===== config.mk =====
export PLATFORM = sky130hd
export DESIGN_NAME = fb_arbiter
export DESIGN_NICKNAME = d
export VERILOG_FILES = /design/src/rtl/fb_arbiter_pkg.sv /design/src/rtl/fb_ram.sv /design/src/rtl/fb_arbiter.sv
export SDC_FILE = /design/constraint.sdc
export NUM_CORES = 2
export LEC_CHECK = 0
export ABC_AREA = 1
export BUFFER_PORTS_ARGS = -buffer_cell sky130_fd_sc_hd__buf_2
export CELL_PAD_IN_SITES_DETAIL_PLACEMENT = 2
export CELL_PAD_IN_SITES_GLOBAL_PLACEMENT = 2
export CORE_MARGIN = 8
export CORE_UTILIZATION = 44
export DETAILED_ROUTE_END_ITERATION = 12
export GPL_TIMING_DRIVEN = 1
export PLACE_DENSITY_LB_ADDON = 0.1
export RECOVER_POWER = 25
export SLEW_MARGIN = 20
export SYNTH_ARGS = -nofsm -noshare
export SYNTH_HDL_FRONTEND = slang
export SYNTH_SLANG_ARGS = --single-unit

===== constraint.sdc =====
create_clock -name clk -period 11.15 [get_ports clk]
set_input_delay 0 -clock clk [delete_from_list [all_inputs] [get_ports clk]]
set_output_delay 0 -clock clk [all_outputs]
set_load 0.02 [all_outputs]

===== src/rtl/fb_arbiter_pkg.sv =====
// fb_arbiter_pkg: shared op encodings, FSM states and framebuffer geometry
package fb_arbiter_pkg;
  localparam int FB_W = 64;
  localparam int FB_H = 32;
  localparam int FB_BYTES = 256;
  localparam int AW = 8;
  typedef enum logic [1:0] {OP_NOP = 2'b00, OP_CLEAR = 2'b01, OP_DRAW = 2'b10} op_e;
  typedef enum logic [3:0] {S_IDLE, S_CLEAR, S_FETCH, S_RD_L, S_RD_R, S_WR_L, S_WR_R, S_NEXT, S_DONE} state_e;
endpackage


===== src/rtl/fb_ram.sv =====
// fb_ram: 256x8 single-port RAM, synchronous read, write-first, no reset
module fb_ram import fb_arbiter_pkg::*; (
  input  logic          clk,
  input  logic          we,
  input  logic [AW-1:0] addr,
  input  logic [7:0]    wd,
  output logic [7:0]    rd
);
  logic [7:0] mem [FB_BYTES];
  always_ff @(posedge clk) begin
    if (we) begin
      mem[addr] <= wd;
      rd <= wd;
    end else rd <= mem[addr];
  end
endmodule


===== src/rtl/fb_arbiter.sv =====
// fb_arbiter: framebuffer RAM owner; VGA reads win, sprite XOR sequencer stalls.
// Define FB_CLIP_EN to clip sprites at the right and bottom edges instead of wrapping.
module fb_arbiter import fb_arbiter_pkg::*; #(
  parameter logic [7:0] CLEAR_VAL = 8'h00
) (
  input  logic       clk,
  input  logic       rst,
  input  logic       vga_rd_en,
  input  logic [7:0] vga_rd_addr,
  output logic [7:0] vga_rd_data,
  input  logic       cmd_valid,
  output logic       cmd_ready,
  input  logic [1:0] cmd_op,
  input  logic [5:0] cmd_x,
  input  logic [4:0] cmd_y,
  input  logic [3:0] cmd_n,
  input  logic       spr_valid,
  output logic       spr_ready,
  input  logic [7:0] spr_data,
  output logic       done,
  output logic       collision,
  output logic       busy
);
  state_e state;
  logic [5:0] x;
  logic [4:0] y, row;
  logic [3:0] n, i;
  logic [2:0] sh;
  logic [7:0] cnt, spr_l, spr_r, old_l, old_r, old_l_v, old_r_v;
  logic [7:0] ram_addr, ram_wd, ram_rd, vga_hold, addr_l, addr_r;
  logic ram_we, grant, vga_pend, cap_l, cap_r, has_r, row_ok;
  assign sh = x[2:0];
  assign grant = !vga_rd_en;
  assign row = y + {1'b0, i};
  assign addr_l = {row, x[5:3]};
  assign addr_r = {row, x[5:3] + 3'd1};
`ifdef FB_CLIP_EN
  logic [5:0] row_sum;
  assign row_sum = {1'b0, y} + {2'b0, i};
  assign row_ok = !row_sum[5];
  assign has_r = sh != 3'd0 && x[5:3] != 3'd7;
`else
  assign row_ok = 1'b1;
  assign has_r = sh != 3'd0;
`endif
  assign cmd_ready = state == S_IDLE;
  assign busy = state != S_IDLE;
  assign spr_ready = state == S_FETCH;
  assign done = state == S_DONE;
  // Read data lands one cycle after the granted read even if VGA grabs the RAM in between
  assign old_l_v = cap_l ? ram_rd : old_l;
  assign old_r_v = cap_r ? ram_rd : old_r;
  assign vga_rd_data = vga_pend ? ram_rd : vga_hold;
  always_comb begin
    ram_we = grant && (state == S_CLEAR || state == S_WR_L || state == S_WR_R);
    ram_addr = vga_rd_en ? vga_rd_addr : state == S_CLEAR ? cnt : (state == S_RD_R || state == S_WR_R) ? addr_r : addr_l;
    ram_wd = state == S_CLEAR ? CLEAR_VAL : state == S_WR_L ? old_l_v ^ spr_l : old_r_v ^ spr_r;
  end
  fb_ram u_ram (.clk(clk), .we(ram_we), .addr(ram_addr), .wd(ram_wd), .rd(ram_rd));
  always_ff @(posedge clk) begin
    if (rst) begin
      state <= S_IDLE;
      vga_pend <= 1'b0;
      vga_hold <= 8'h00;
      cap_l <= 1'b0;
      cap_r <= 1'b0;
      collision <= 1'b0;
      x <= '0;
      y <= '0;
      n <= '0;
      i <= '0;
      cnt <= '0;
      spr_l <= '0;
      spr_r <= '0;
      old_l <= '0;
      old_r <= '0;
    end else begin
      vga_pend <= vga_rd_en;
      if (vga_pend) vga_hold <= ram_rd;
      cap_l <= grant && state == S_RD_L;
      cap_r <= grant && state == S_RD_R;
      if (cap_l) old_l <= ram_rd;
      if (cap_r) old_r <= ram_rd;
      case (state)
        S_IDLE: if (cmd_valid) begin
          x <= cmd_x;
          y <= cmd_y;
          n <= cmd_n;
          i <= '0;
          cnt <= '0;
          if (cmd_op == OP_DRAW) collision <= 1'b0;
          state <= cmd_op == OP_CLEAR ? S_CLEAR : (cmd_op == OP_DRAW && cmd_n != 4'd0) ? S_FETCH : S_DONE;
        end
        S_CLEAR: if (grant) begin
          cnt <= cnt + 8'd1;
          if (cnt == 8'hFF) state <= S_DONE;
        end
        S_FETCH: if (spr_valid) begin
          spr_l <= spr_data >> sh;
          spr_r <= spr_data << (4'd8 - {1'b0, sh});
          state <= row_ok ? S_RD_L : S_NEXT;
        end
        S_RD_L: if (grant) state <= has_r ? S_RD_R : S_WR_L;
        S_RD_R: if (grant) state <= S_WR_L;
        S_WR_L: if (grant) begin
          if ((old_l_v & spr_l) != 8'h00) collision <= 1'b1;
          state <= has_r ? S_WR_R : S_NEXT;
        end
        S_WR_R: if (grant) begin
          if ((old_r_v & spr_r) != 8'h00) collision <= 1'b1;
          state <= S_NEXT;
        end
        S_NEXT: begin
          i <= i + 4'd1;
          state <= (i + 4'd1 == n) ? S_DONE : S_FETCH;
        end
        default: state <= S_IDLE;
      endcase
    end
  end
endmodule


Word level (Yosys, flattened, before mapping)
Memories as Yosys holds them, arrays and structs flattened. A register that Yosys moved wholly into a read port is not among the register bits.
Cells that the tools add are included.
{"block": "word_totals", "ff_bits": 75, "latchBits": 0, "ramBits": 2048, "romBits": 0, "in_bits": 38, "out_inout_bits": 13, "word_cells": 109, "mem_count": 1}
{"name": "u_ram.mem", "depth": 256, "width": 8, "read_ports": 1, "rd_ports_with_merged_regs": 1, "write_ports": 1, "line_no": "fb_ram.sv:9", "source": "logic [7:0] mem [FB_BYTES];"}
{"block": "classes", "n_addsub": 5, "n_mul": 0, "n_div": 0, "magnitude_cmp": 0, "n_eq_ne": 23, "shift": 2, "mux": 36, "bitwise_logic": 4, "reduce_logical": 23}
{"cell": "2-to-1 mux 8 bit", "n": 9}
{"cell": "2-to-1 mux 4 bit", "n": 12}
{"cell": "case mux 4 bit (8 select lines)", "n": 1}
{"cell": "AND 8 bit", "n": 2}
{"cell": "equality test 4 x 3 -> 1 bit (second input constant)", "n": 4}
{"cell": "case mux 8 bit (2 select lines)", "n": 1}
{"cell": "nonzero test 8 bit", "n": 2}
{"cell": "bitwise XOR 8 bit", "n": 2}
{"cell": "inequality test 2 bit (second input constant)", "n": 7}
{"cell": "2-to-1 mux 1 bit", "n": 10}
{"cell": "adder 8 x 1 -> 8 bit (second input constant)", "n": 1}
{"cell": "equality test 4 x 2 -> 1 bit (second input constant)", "n": 2}
{"cell": "equality test 8 bit (second input constant)", "n": 1}
{"cell": "inequality test 2 x 1 -> 1 bit (second input constant)", "n": 4}
{"cell": "case mux 4 bit (2 select lines)", "n": 1}
{"cell": "AND reduction 8 bit", "n": 1}
{"cell": "nonzero test 4 bit", "n": 2}
{"cell": "left shift 8 x 4 -> 8 bit", "n": 1}
{"cell": "right shift 8 x 3 -> 8 bit", "n": 1}
{"cell": "AND reduction 7 bit", "n": 1}
{"cell": "AND reduction 2 bit", "n": 3}
{"cell": "nonzero test 3 bit", "n": 2}
{"cell": "adder 5 x 4 -> 5 bit", "n": 1}
{"cell": "adder 4 x 1 -> 4 bit (second input constant)", "n": 1}
{"cell": "other kinds (15)", "n": 21}

Logic depth before layout (Yosys ltp)
{"block": "depth", "word_depth": 6, "depth_mapped": 20, "mapped_depth_nobuf": 16}

Cells and area by module
From an unflattened synthesis, not the netlist that was laid out.
{"block": "unflattened", "hier_cells": 7644, "hier_area_um2": 87680.3}
{"module": "fb_ram", "instances": 1, "cells_each": 7003, "area_each_um2": 83396.2, "seq_area_each_um2": 61659.1}
{"module": "fb_arbiter", "instances": 1, "cells_each": 641, "area_each_um2": 4284.1, "seq_area_each_um2": 1501.4}

Least setup slack after synthesis
No wires, ideal clock.
{"block": "synth_timing", "kind": "register -> register", "start": "reg (tool-made name)", "end": "mem u_ram.mem[0][0], data pin", "setup_time_ns": 1.390, "arrival_time_ns": 7.938, "required_ns": 9.760, "slack_ns": 1.822, "path_stages_with_launch": 19, "path_buffers": 4, "synth_period_minus_slack_ns": 9.328, "cell_sequence": "dfxtp_1 -> buf_4 -> clkinv_2 -> buf_4 -> buf_4 -> buf_2 -> nand2_1 -> nand3_1 -> nand3_1 -> nand3_1 -> nand3_1 -> nand3_1 -> nand3_1 -> nand3_1 -> nand3_1 -> nand2_1 -> ha_1 -> o21ai_0 -> nor2_1"}
{"element": "end: declaration", "line_no": "fb_ram.sv:9"}

==> flow_metrics.tcl <==
set metrics [dict create \
    area_growth_syn_to_layout_pct 11.6 \
    htree_levels 4 \
    p_sw_share_pct 32.6 \
    synth_top_cell_area_share_pct 70.2 \
    cts_buffer_depth 3 \
    drive_gt1_share_pct 6.87 \
    min_from "vga_rd_addr[3]" \
    fmax_ghz 0.140 \
    p_sw_uw 6790 \
    cts_setup_buffers 0 \
    die_x_um 462 \
    yosysWarnings 0 \
    end_kind "register" \
    finalPower_uw 20800 \
    dieArea_mm2 0.214 \
    num_vias 62500 \
    intPower_uw 14000 \
    synth.largest_area_cell "edfxtp_1" \
    required_ns 11.68 \
    cp_max_fo 196 \
    synthTopCellsByArea "edfxtp_1 (70%), nand3_1 (12%), nand2_1 (9.5%)" \
    p_per_area_mw_per_mm2 213 \
    die_y_um 462 \
    fin_crit_sh_pct 64.2 \
    ant_nets 0 \
    multiInputGateArea_mm2 0.0216 \
    rr_worst_depth 17 \
    r2r_setup_slack_ns 3.99 \
    cts_buffers 225 \
    synth_most_common_cell "nand2_1" \
    remaining_drc_errors 0 \
    coreArea_mm2 0.198 \
    ios 51 \
    start_util_pct 44.3 \
    register_area_mm2 0.0632 \
    synth-edff-count 2048 \
    cp.arrival_ns 7.69 \
    routedWlPerCell_um 30.7 \
    gp_congestion 0.832 \
    routed_via_density 6.02 \
    grt_overflow 0 \
    dr.pass1.iters 5 \
    syn_inst 7577 \
    power_leakage_uw 0.0346 \
    combPwrFrac_pct 21.6 \
    grt_start_max_net_pins 197 \
    violations "capacitance limit, slew limit" \
    relSlewSlack_pct -73.1 \
    clock_power_share_pct 35.7 \
    ir_drop_uv 179 \
    endpoint "u_ram.mem[27][3]" \
    holdBufCountCts 92 \
    cts_tree "yes" \
    row_count 163 \
    cts_root_buf "clkbuf_16" \
    r2r-end "u_ram.mem[27][3]" \
    rsz0062_at_grt "no" \
    synth_common_cells "nand2_1 (2209), nand3_1 (2079), edfxtp_1 (2048), nor2_1 (329), buf_2 (272)" \
    max_cap_viol_count 1 \
    status "finished, violations left" \
    synth.net_count 7641 \
    startpoint_type "register" \
    fillerInstances 19400 \
    ys_seq_elements 2131 \
    clk_latency_ns 0.89 \
    clock_sinks 2131 \
    period_minus_slack_ns 7.16 \
    grt_use_total_pct 29.2 \
    portBuffers 50 \
    finalHoldViolCount 0 \
    worst_pin_slew_ns 2.60 \
    synthFlopType "edfxtp_1" \
    grt_first_pass_wirelength_um 465000 \
    grt_pass1_vias 68000 \
    antenna_found_initial 21 \
    async_flop_share_pct 0 \
    fin_nets 7600 \
    maxSlewViolCount 49 \
    synth_cell_types 50 \
    syn_area_mm2 0.0876 \
    drt_iter0_markers 5255 \
    hold_class "in -> reg" \
    yosysSeqAreaShare_pct 72.1 \
    routed_wl_um 319000 \
    fin_util_pct 49.5 \
    hpwlAfterDp_um 182000 \
    setup_viol 0 \
    skew_ns 0.0420 \
    hold_slack_ns 0.189 \
    clk_pin_slew_ns 0.06 \
    avgSynthCellArea_um2 11.6 \
    post_cts_resized 0 \
    seqPwrFrac_pct 42.7 \
    setup_tns_ns 0 \
    critical_path_class "reg -> reg" \
]
[layout make-up]
class | instances | area share (%)
Antenna cell | 11 | 0.0282
Clock buffer | 294 | 6.18
Clock inverter | 130 | 1.13
Inverter | 85 | 0.366
Multi-Input combinational cell | 4855 | 22.1
Sequential cell | 2131 | 64.6
Tap cell | 2640 | 3.38
Timing Repair Buffer | 238 | 2.17
[layout by cell type, fill, tap and decap left out, types with 12 or more instances in the layout]
master	count
edfxtp_1	2048
clkinv_2	41
bufinv_16	16
o21ai_0	46
inv_1	61
dfxtp_1	77
a21oi_1	63
buf_12	20
buf_4	71
nand2_2	13
nor2_1	325
nor2_2	13
nor3_1	12
inv_2	13
nand3_1	2078
nand2_1	2211
clkbuf_1	66
clkbuf_16	230
buf_2	46
clkinv_1	55
ha_1	25
dlygate4sd3_1	92
[registers in the layout (all words and copies together) (netlist names), 5 cells and up, named ones only]
name	cells
old_r	8
old_l	8
u_ram.mem	2048
spr_l	8
y	5
x	6
cnt	8
vga_hold	8
spr_r	8
[logic make-up after synthesis]
group,Yosys count,share of synthesized area (%)
xor gates and xnor gates,9,0.0900
and+or+nand+nor,4684,23.4
AOI/OAI and AO/OA,136,0.894
DFF,2131,72.1
adders and majority gates,26,0.380
buffers and inverters,591,3.11
[how the worst min path moves through the flow]
stage | slack, ns | depth (start not counted) | to
finish | 0.19 | 5 | register
global route | 0.19 | 5 | register
CTS | 0.04 | 4 | register
detailed placement | 0.24 | 3 | y[4]
global placement | 0.23 | 3 | x[4]
floorplan | 0.13 | 2 | x[4]
[metal layers]
metal | GRT usage (%) | wire length [µm]
met1 | 38.6 | 132000
met2 | 49.4 | 157000
met3 | 4.30 | 17700
met4 | 10.5 | 11900
met5 | 0 | 13
[power by group through the flow]
stage	Clock [µW]	Combinational, µW	Sequential [µW]
3_3_place_gp	0	4170	9060
6_report	7440	4490	8900
2_1_floorplan	0	2700	9010
4_1_cts	7510	4470	8890
3_5_place_dp	0	4350	9060
5_1_grt	7780	4780	8900
[stage by stage]
step                setup slack (ns)  instance area, µm²  std cells
floorplan                       1.82               87600       7577
global placement                4.59               89800       9856
detailed placement              4.32               89900       9857
CTS                             4.31               98000      10400
global route                    3.90               97800      10400
finish                          3.99               97800      10400
[worst max-delay path, cell delays in order, from the launching register on]
cell and delay, ns:
dfxtp_4 0.93, inv_16 0.41, buf_12 0.48, nand2_1 0.21
nand3_1 0.10, nand3_1 0.14, nand3_1 0.11, nand3_1 0.20
nand3_1 0.18, nand3_1 0.29, nand3_1 0.43, nand3_1 0.28
nand2_1 0.10, ha_1 0.29, o21ai_0 0.16, nor2_4 0.19
buf_12 0.65, buf_4 0.82
Power figures use the tool's default switching activity.
